[src/rtl/stat_pkg.sv]
// stat_pkg: shared defaults, FSM state encoding and captured-result record for stat_merge_ctrl
package stat_pkg;
  localparam int NUM_LANES_DEF = 5;
  localparam int MERGE_LAT_DEF = 2;
  localparam int CNT_W_DEF     = 32;

  typedef enum logic [2:0] {IDLE, CLEAR, ACCUM, DRAIN, HOLD} state_e;

  typedef struct packed {
    logic [63:0]          sum;
    logic [63:0]          sq;
    logic [CNT_W_DEF-1:0] cycles;
    logic                 err;
  } stat_res_t;
endpackage

[src/rtl/stat_merge_ctrl.sv]
// stat_merge_ctrl: sequences one statistics window (clear, accumulate, drain, hold result); ACCUM timeout enabled by STAT_TIMEOUT_EN
module stat_merge_ctrl
  import stat_pkg::*;
#(
  parameter int NUM_LANES = NUM_LANES_DEF,
  parameter int MERGE_LAT = MERGE_LAT_DEF,
  parameter int CNT_W     = CNT_W_DEF
`ifdef STAT_TIMEOUT_EN
  , parameter int TIMEOUT_CYCLES = 1000000
`endif
) (
  input  logic                 clk,
  input  logic                 nreset,
  input  logic                 start,
  input  logic                 abort,
  output logic                 lane_clear,
  output logic                 lane_en,
  input  logic [NUM_LANES-1:0] lane_done,
  input  logic [63:0]          merged_sum,
  input  logic [63:0]          merged_sq,
  output logic                 busy,
  output logic                 res_valid,
  input  logic                 res_ready,
  output logic [63:0]          res_sum,
  output logic [63:0]          res_sq,
  output logic [CNT_W-1:0]     res_cycles,
  output logic                 res_err
);
  localparam int DW = $clog2(MERGE_LAT + 2);

  state_e               state_q, state_d;
  logic [NUM_LANES-1:0] mask_q, mask_d;
  logic [CNT_W-1:0]     cyc_q, cyc_d;
  logic [DW-1:0]        drn_q, drn_d;
  stat_res_t            res_q, res_d;
  logic                 all_done, tmo_hit, err_now;

  // A window that ends with lanes still missing can only have come from the timeout.
`ifdef STAT_TIMEOUT_EN
  assign tmo_hit = cyc_q == CNT_W'(TIMEOUT_CYCLES - 1);
  assign err_now = ~&mask_q;
`else
  assign tmo_hit = 1'b0;
  assign err_now = 1'b0;
`endif

  assign all_done   = &(mask_q | lane_done);
  assign busy       = state_q != IDLE;
  assign lane_clear = state_q == CLEAR;
  assign res_sum    = res_q.sum;
  assign res_sq     = res_q.sq;
  assign res_cycles = CNT_W'(res_q.cycles);
  assign res_err    = res_q.err;

  // Next-state, counters and result capture; abort overrides every state.
  always_comb begin
    state_d   = state_q;
    mask_d    = mask_q;
    cyc_d     = cyc_q;
    drn_d     = drn_q;
    res_d     = res_q;
    lane_en   = 1'b0;
    res_valid = 1'b0;
    if (abort) begin
      state_d   = IDLE;
      res_d.err = 1'b0;
    end else begin
      unique case (state_q)
        IDLE:  state_d = start ? CLEAR : IDLE;
        CLEAR: begin
          mask_d    = '0;
          cyc_d     = '0;
          drn_d     = '0;
          res_d.err = 1'b0;
          state_d   = ACCUM;
        end
        ACCUM: begin
          lane_en = !(all_done || tmo_hit);
          mask_d  = mask_q | lane_done;
          cyc_d   = cyc_q + CNT_W'(~&cyc_q);
          state_d = (all_done || tmo_hit) ? DRAIN : ACCUM;
        end
        DRAIN: begin
          drn_d = drn_q + 1'b1;
          if (drn_q == DW'(MERGE_LAT)) begin
            res_d.sum    = merged_sum;
            res_d.sq     = merged_sq;
            res_d.cycles = CNT_W_DEF'(cyc_q);
            res_d.err    = err_now;
            state_d      = HOLD;
          end
        end
        HOLD: begin
          res_valid = 1'b1;
          if (res_ready) begin
            res_d.err = 1'b0;
            state_d   = IDLE;
          end
        end
        default: state_d = IDLE;
      endcase
    end
  end

  // State and datapath registers, cleared asynchronously.
  always_ff @(posedge clk or negedge nreset) begin
    if (!nreset) begin
      state_q <= IDLE;
      mask_q  <= '0;
      cyc_q   <= '0;
      drn_q   <= '0;
      res_q   <= '0;
    end else begin
      state_q <= state_d;
      mask_q  <= mask_d;
      cyc_q   <= cyc_d;
      drn_q   <= drn_d;
      res_q   <= res_d;
    end
  end
endmodule

[config.mk]
export PLATFORM = sky130hd
export DESIGN_NAME = stat_merge_ctrl
export DESIGN_NICKNAME = d
export VERILOG_FILES = /design/src/rtl/stat_pkg.sv /design/src/rtl/stat_merge_ctrl.sv
export SDC_FILE = /design/constraint.sdc
export NUM_CORES = 1
export LEC_CHECK = 0
export ABC_AREA = 1
export ABC_CLOCK_PERIOD_IN_PS = 2210
export CAP_MARGIN = 0
export CELL_PAD_IN_SITES_DETAIL_PLACEMENT = 1
export CELL_PAD_IN_SITES_GLOBAL_PLACEMENT = 2
export CORE_UTILIZATION = 26
export DETAILED_ROUTE_END_ITERATION = 12
export PLACE_DENSITY = 0.87
export SYNTH_ARGS = -nofsm -noshare
export SYNTH_HDL_FRONTEND = slang
export SYNTH_SLANG_ARGS = --single-unit
export TNS_END_PERCENT = 5
[constraint.sdc]
create_clock -name clk -period 2.21 [get_ports clk]
set_clock_uncertainty 0.1 [all_clocks]
set_input_delay 0.5525 -clock clk [delete_from_list [all_inputs] [get_ports clk]]
set_output_delay 0.5525 -clock clk [all_outputs]
set_load 0.1 [all_outputs]
=== After elaboration in Yosys (flattened, before gate mapping) ===
Index checks and enable logic that the tools add are counted.

* Bits of input ports: 138
* Memories: 0
* Bits in read-only memories: 0
* Register bits: 203
* Logic and storage cells: 50
* Memory bits (writable): 0
* Bits in latches: 0

* $add $sub $neg: 2
* Mux-type cells: 17
* Div/mod/pow operators: 0
* Shift-type cells: 0
* Equal/unequal tests: 7
* Bitwise operators: 2
* Reduce and logical (&&, ||, !) cells: 14
* Magnitude comparators: 0
* Multiply operators: 0

{| class="wikitable"
|+ Operators by type and width
! cell !! count
|-
| one-hot mux 32 bit (2 select lines) || 1
|-
| adder 32 x 1 -> 32 bit || 1
|-
| AND reduction 32 bit || 1
|-
| one-hot mux 3 bit (5 select lines) || 1
|-
| one-hot mux 5 bit (2 select lines) || 1
|-
| 2-to-1 mux 1 bit || 9
|-
| 2-to-1 mux 3 bit || 3
|-
| == test 3 x 2 -> 1 bit (second input constant) || 2
|-
| != test 3 bit (second input constant) || 2
|-
| AND reduction 2 bit || 3
|-
| AND reduction 3 bit || 2
|-
| bitwise OR 5 bit || 1
|-
| AND reduction 5 bit || 1
|-
| one-hot mux 2 bit (2 select lines) || 1
|-
| nonzero test 2 bit || 2
|-
| nonzero test 4 bit || 1
|-
| == test 3 x 1 -> 1 bit (second input constant) || 1
|-
| == test 3 bit (second input constant) || 1
|-
| zero test 3 bit || 1
|-
| one-hot mux 1 bit (3 select lines) || 1
|-
| nonzero test 3 bit || 1
|-
| adder 2 x 1 -> 2 bit (second input constant) || 1
|-
| == test 2 bit (second input constant) || 1
|-
| zero test 1 bit || 2
|-
| inverter 1 bit || 1
|}

=== Longest topological paths before layout ===
* Depth in word-level cells: 5
* Depth in mapped cells: 16
* Depth with buffers taken out: 16

=== Worst setup path after synthesis ===
Ideal clock, no wire load.

* Kind: input to output
* From: in lane_done[4]
* To: out lane_en
* Arrival time: 2.244 ns
* Slack: -0.687 ns
* Stages on the path: 4
* Path buffers: 0
* Required time: 1.558 ns
* Cells stage by stage: or2_2 nand4_1 inv_1 nor2_1

* Cells in the longest elaborated chain, start to end: 5

{| class="wikitable"
|+ Ends and longest elaborated chain
! element !! RTL line !! RTL
|-
| from (decl) || stat_merge_ctrl.sv:18 || <nowiki>input logic [NUM_LANES-1:0] lane_done,</nowiki>
|-
| bitwise OR 5 bit || stat_merge_ctrl.sv:47 || <nowiki>assign all_done = &(mask_q | lane_done);</nowiki>
|-
| AND reduction 5 bit || stat_merge_ctrl.sv:47 ||
|-
| zero test 1 bit || stat_merge_ctrl.sv:78 || <nowiki>lane_en = !(all_done || tmo_hit);</nowiki>
|-
| 2-to-1 mux 1 bit || stat_merge_ctrl.sv:68 || <nowiki>unique case (state_q)</nowiki>
|-
| 2-to-1 mux 1 bit || stat_merge_ctrl.sv:64 || <nowiki>if (abort) begin</nowiki>
|-
| to (decl) || stat_merge_ctrl.sv:17 || <nowiki>output logic lane_en,</nowiki>
|}

No other way between the ends.

=== Worst setup path in the final report ===
* From: reg mask_q[3]
* To: out lane_en

* Cells in the longest elaborated chain, start to end: 5

{| class="wikitable"
|+ Ends and longest elaborated chain
! element !! RTL line !! RTL
|-
| from (decl) || stat_merge_ctrl.sv:32 || <nowiki>logic [NUM_LANES-1:0] mask_q, mask_d;</nowiki>
|-
| from (signal assigned) || stat_merge_ctrl.sv:115 || <nowiki>mask_q <= mask_d;</nowiki>
|-
| bitwise OR 5 bit || stat_merge_ctrl.sv:47 ||
|-
| AND reduction 5 bit || stat_merge_ctrl.sv:47 ||
|-
| zero test 1 bit || stat_merge_ctrl.sv:78 ||
|-
| 2-to-1 mux 1 bit || stat_merge_ctrl.sv:68 ||
|-
| 2-to-1 mux 1 bit || stat_merge_ctrl.sv:64 ||
|}

No other way between the ends.

==> results.md <==
- The remaining antenna violation count is 0.
- The run finished, with violations left.
- For this run, design rule violations remaining after detail routing come to 0.
- The yosys synthesis warning count is 0.
- After detailed routing, the average wire length per cell comes to roughly 19 um.
- The analysis attributes to cell leakage a power of between 0.007 and 0.008 uW.
- TritonCTS built the clock tree.
- The path class of the lowest-slack min-delay path is primary input to register.
- The later pin in the worst-skew pair is clocked with a latency of ~0.52 ns.
- The critical path is of the register to output pin type.
- The share of layout cells above drive strength 1 is 0.424.
- The total area of multi-input combinational cells is 3460 sq um.
- The number of clock sinks is approximately 200.
- The sequential cells in the finished layout cover a total of between 5000 and 6000 sq um.
- By count the netlist is led by dfrtp_1, nand2_1, mux2_4.
- Averaged over all synthesized cells, the footprint is around 12 sq um.
- After layout, the worst setup slack is -0.0970 ns.
- The transition time of the tightest slew-check pin is 0.543 ns.
- The final standard cell area without fillers is about 14000 sq um.
- The number of antenna violations at the first check in global routing is 3.
- The final-report max-slew violation count is 0.
- The achievable clock frequency is about 430 MHz.
- The cell sitting at the root of the clock tree is a clkbuf_16.
- The area after detailed placement is 13100 sq um.
- The floorplan step defined a core boundary enclosing approximately 33000 sq um.
- CTS built an H-tree with a depth of 1.
- The synthesized net count is a little under 900.
- The biggest area contributor in the post-synthesis netlist is dfrtp_1.
- The first-pass iteration count of the detailed router is 4.
- TritonCTS created 26 clock buffers.
- The combined global-route utilization of all metal layers is 0.170.
- The top cell type's share of synthesized area is 0.579.
- The number of global-route vias before repair was ~7600.
- The post-synthesis sequential element count is about 200.
- The final total negative setup slack is -0.0970 ns.
- The dominant register cell in the synthesized netlist is dfrtp_1.
- The number of buffers added on ports is 301.
- The fraction of the yosys area taken by sequential cells is 0.579.
- The total design power is 12500 uW.
- Across the VDD grid, the largest voltage drop is about 0.00056 V.
- In this run, synthesis inferred 0 flip-flops with an integrated enable.
- The max-capacitance violation count is 0.
- The required time at the worst-slack endpoint is roughly 1.6 ns.
- On the worst path, the slowest cell contributes a delay of between 0.3 and 0.4 ns.
- The proportion of register bits with asynchronous set or reset after synthesis is 1.00.
- Fill cells in the final layout number approximately 3500.
- The clock slew seen by the registers of the worst setup and hold paths is about 0.06 ns.
- STA classifies the critical path endpoint as an output pin.
- In the synthesized netlist, the number of instances is 738.
- The HPWL after detailed placement is ~23000 um.
- For this block, the initial DRC count from the detailed router was approximately 190.
- The tightest slew margin relative to the limit is 0.636.
- Summed over all layers, the global routing overflow is 0.
- The first global-routing pass estimated around 45000 um of wire.
- By instance count, the leading cell after synthesis is dfrtp_1.
- The via count is 6965.
- The total wire length is ~30000 um.
- The post-synthesis instance area is 8730 sq um.
- The highest net fanout along the worst path is 2.
- The height of the chip is 185 um.
- Together, buffers and inverters on the worst path number 2.
- After detailed routing, the number of vias per cell comes to around 4.4.
- The final setup violation count is 1.
- The congestion estimate from routability-driven global placement came to 0.790.
- Hold timing on the final database bottoms out at a slack of approximately 0.34 ns.
- For this design the ratio of total power to cell area is 872 nW/um^2.
- The worst path in the final design needs a cycle of 2.31 ns, including I/O delays and setup.
- The standard cell with the maximum stage delay on the critical path is dfrtp_1.
- Counting distinct cell types in the post-synthesis netlist gives 29.
- The number of buffers between clock root and the deepest sink is 3.
- Setup repair after global routing could not meet its margin everywhere.
- The die covers 34300 sq um.
- The initial core utilization is 0.266.
- From synthesis to final layout, the design area changed by 64.5%.
- STA classifies the critical path startpoint as a register.
- Of the available clock period, the critical path in the final layout requires 1.04.
- The critical path goes through or2_4 > nand4_1 > inv_2 > nor2_4 > buf_12.
- The width of the chip is 185 um.
- The final layout contains approximately 1300 nets.
- After floorplanning, the core was divided into 66 placement rows.
- The final hold violation count is 0.
- The cell family with the largest share of critical-path delay is simple AND/OR/NAND/NOR gates.
- Entering global routing, the biggest net connects 47 pins.
- The final reports fail on setup timing.
- Pin placement for this block handled slightly above 300 I/O pins.
- Data arrives at the worst endpoint at between 1.5 and 2 ns.
- After synthesis, the cell types taking the most area are dfrtp_1, mux2_4, mux2_2, nand2_1, nor2_1.
state kept, by name, summed over array words and instances, names as in the netlist:
register,flops
res_sq,64
res_sum,64
cyc_q,32
res_cycles,32
mask_q,5
state_q,3
drn_q,2
final cells by class:
cell class | instances | share of cell area
Multi-Input combinational cell | 454 | 0.241
Inverter | 57 | 0.0149
Antenna cell | 1 | 0.000174
Tap cell | 442 | 0.0385
Clock inverter | 14 | 0.0151
Clock buffer | 32 | 0.0490
Timing Repair Buffer | 395 | 0.290
Sequential cell | 202 | 0.352
cell families (layout without fill, tap and decap cells):
logic type | Yosys count | in the layout | share of synthesized area
fa+ha+maj | 3 | 3 | 0.00430
flops | 202 | 202 | 0.579
other cells | 1 | 2 | 0.000429
buf+inv | 82 | 498 | 0.0456
simple gates | 256 | 256 | 0.123
mux | 135 | 135 | 0.212
compound gates | 59 | 59 | 0.0352
layout by cell type, fill, tap and decap left out, types with 27 or more instances in the layout:
| master | count |
|---|---|
| nand2_1 | 109 |
| o21ai_0 | 34 |
| clkdlybuf4s50_1 | 131 |
| buf_12 | 65 |
| buf_4 | 183 |
| clkbuf_16 | 27 |
| dfrtp_1 | 202 |
| nor2_1 | 63 |
| mux2_2 | 46 |
| inv_1 | 51 |
| mux2_4 | 89 |
power breakdown:
group          internal, uW  switching [uW]  leakage, uW
logic                  1210            2540      0.00401
registers              4020             235      0.00279
clock network          2860            1670     0.000449
what timing repair did:
item,in CTS,in global routing
hold endpoints to repair,35,0
pin swaps,8,17
resized for setup,19,54
hold buffers,1,0
endpoints found under the setup margin,25,34
buffers inserted,9,7
worst reg2reg max path, delay by kind of cell, from the launching register on:
family                   cells  cell delay, ns
AND/OR/NAND/NOR             13            1.15
flip-flops                   1            0.39
adder cells (fa/ha/maj)      1            0.27
buffers and inverters        2            0.20
metrics by stage:
stage                     setup WS [ns]   util  instances
after CTS                        -0.174  0.432       1590
after floorplan                  0.0781      -        738
after global routing             -0.206  0.438       1596
after global placement           -0.322  0.400       1534
after detailed placement         -0.325  0.400       1534
final                           -0.0970  0.438       1597
worst paths after layout:
path                                    to  slack (ns)  depth (start not counted)          from
worst max-delay path               lane_en        -0.1                          5     mask_q[3]
worst min-delay path             mask_q[2]        0.34                          3  lane_done[2]
worst max register to register   cyc_q[20]        0.01                         16     cyc_q[15]
worst min register to register    drn_q[0]        0.38                          1      drn_q[0]
max in group asynchronous       res_sum[1]        0.86                          3        nreset
min in group asynchronous       res_sq[14]        0.45                          2        nreset
routing by layer:
metal  up-vias  part of all wire  GRT usage
li1       3241                 -          -
met1      3458              0.40      0.201
met2       221              0.51      0.307
met3        41             0.073     0.0442
met4         4             0.017     0.0344
met5         -           0.00077          0
Power figures use the tool's default switching activity.
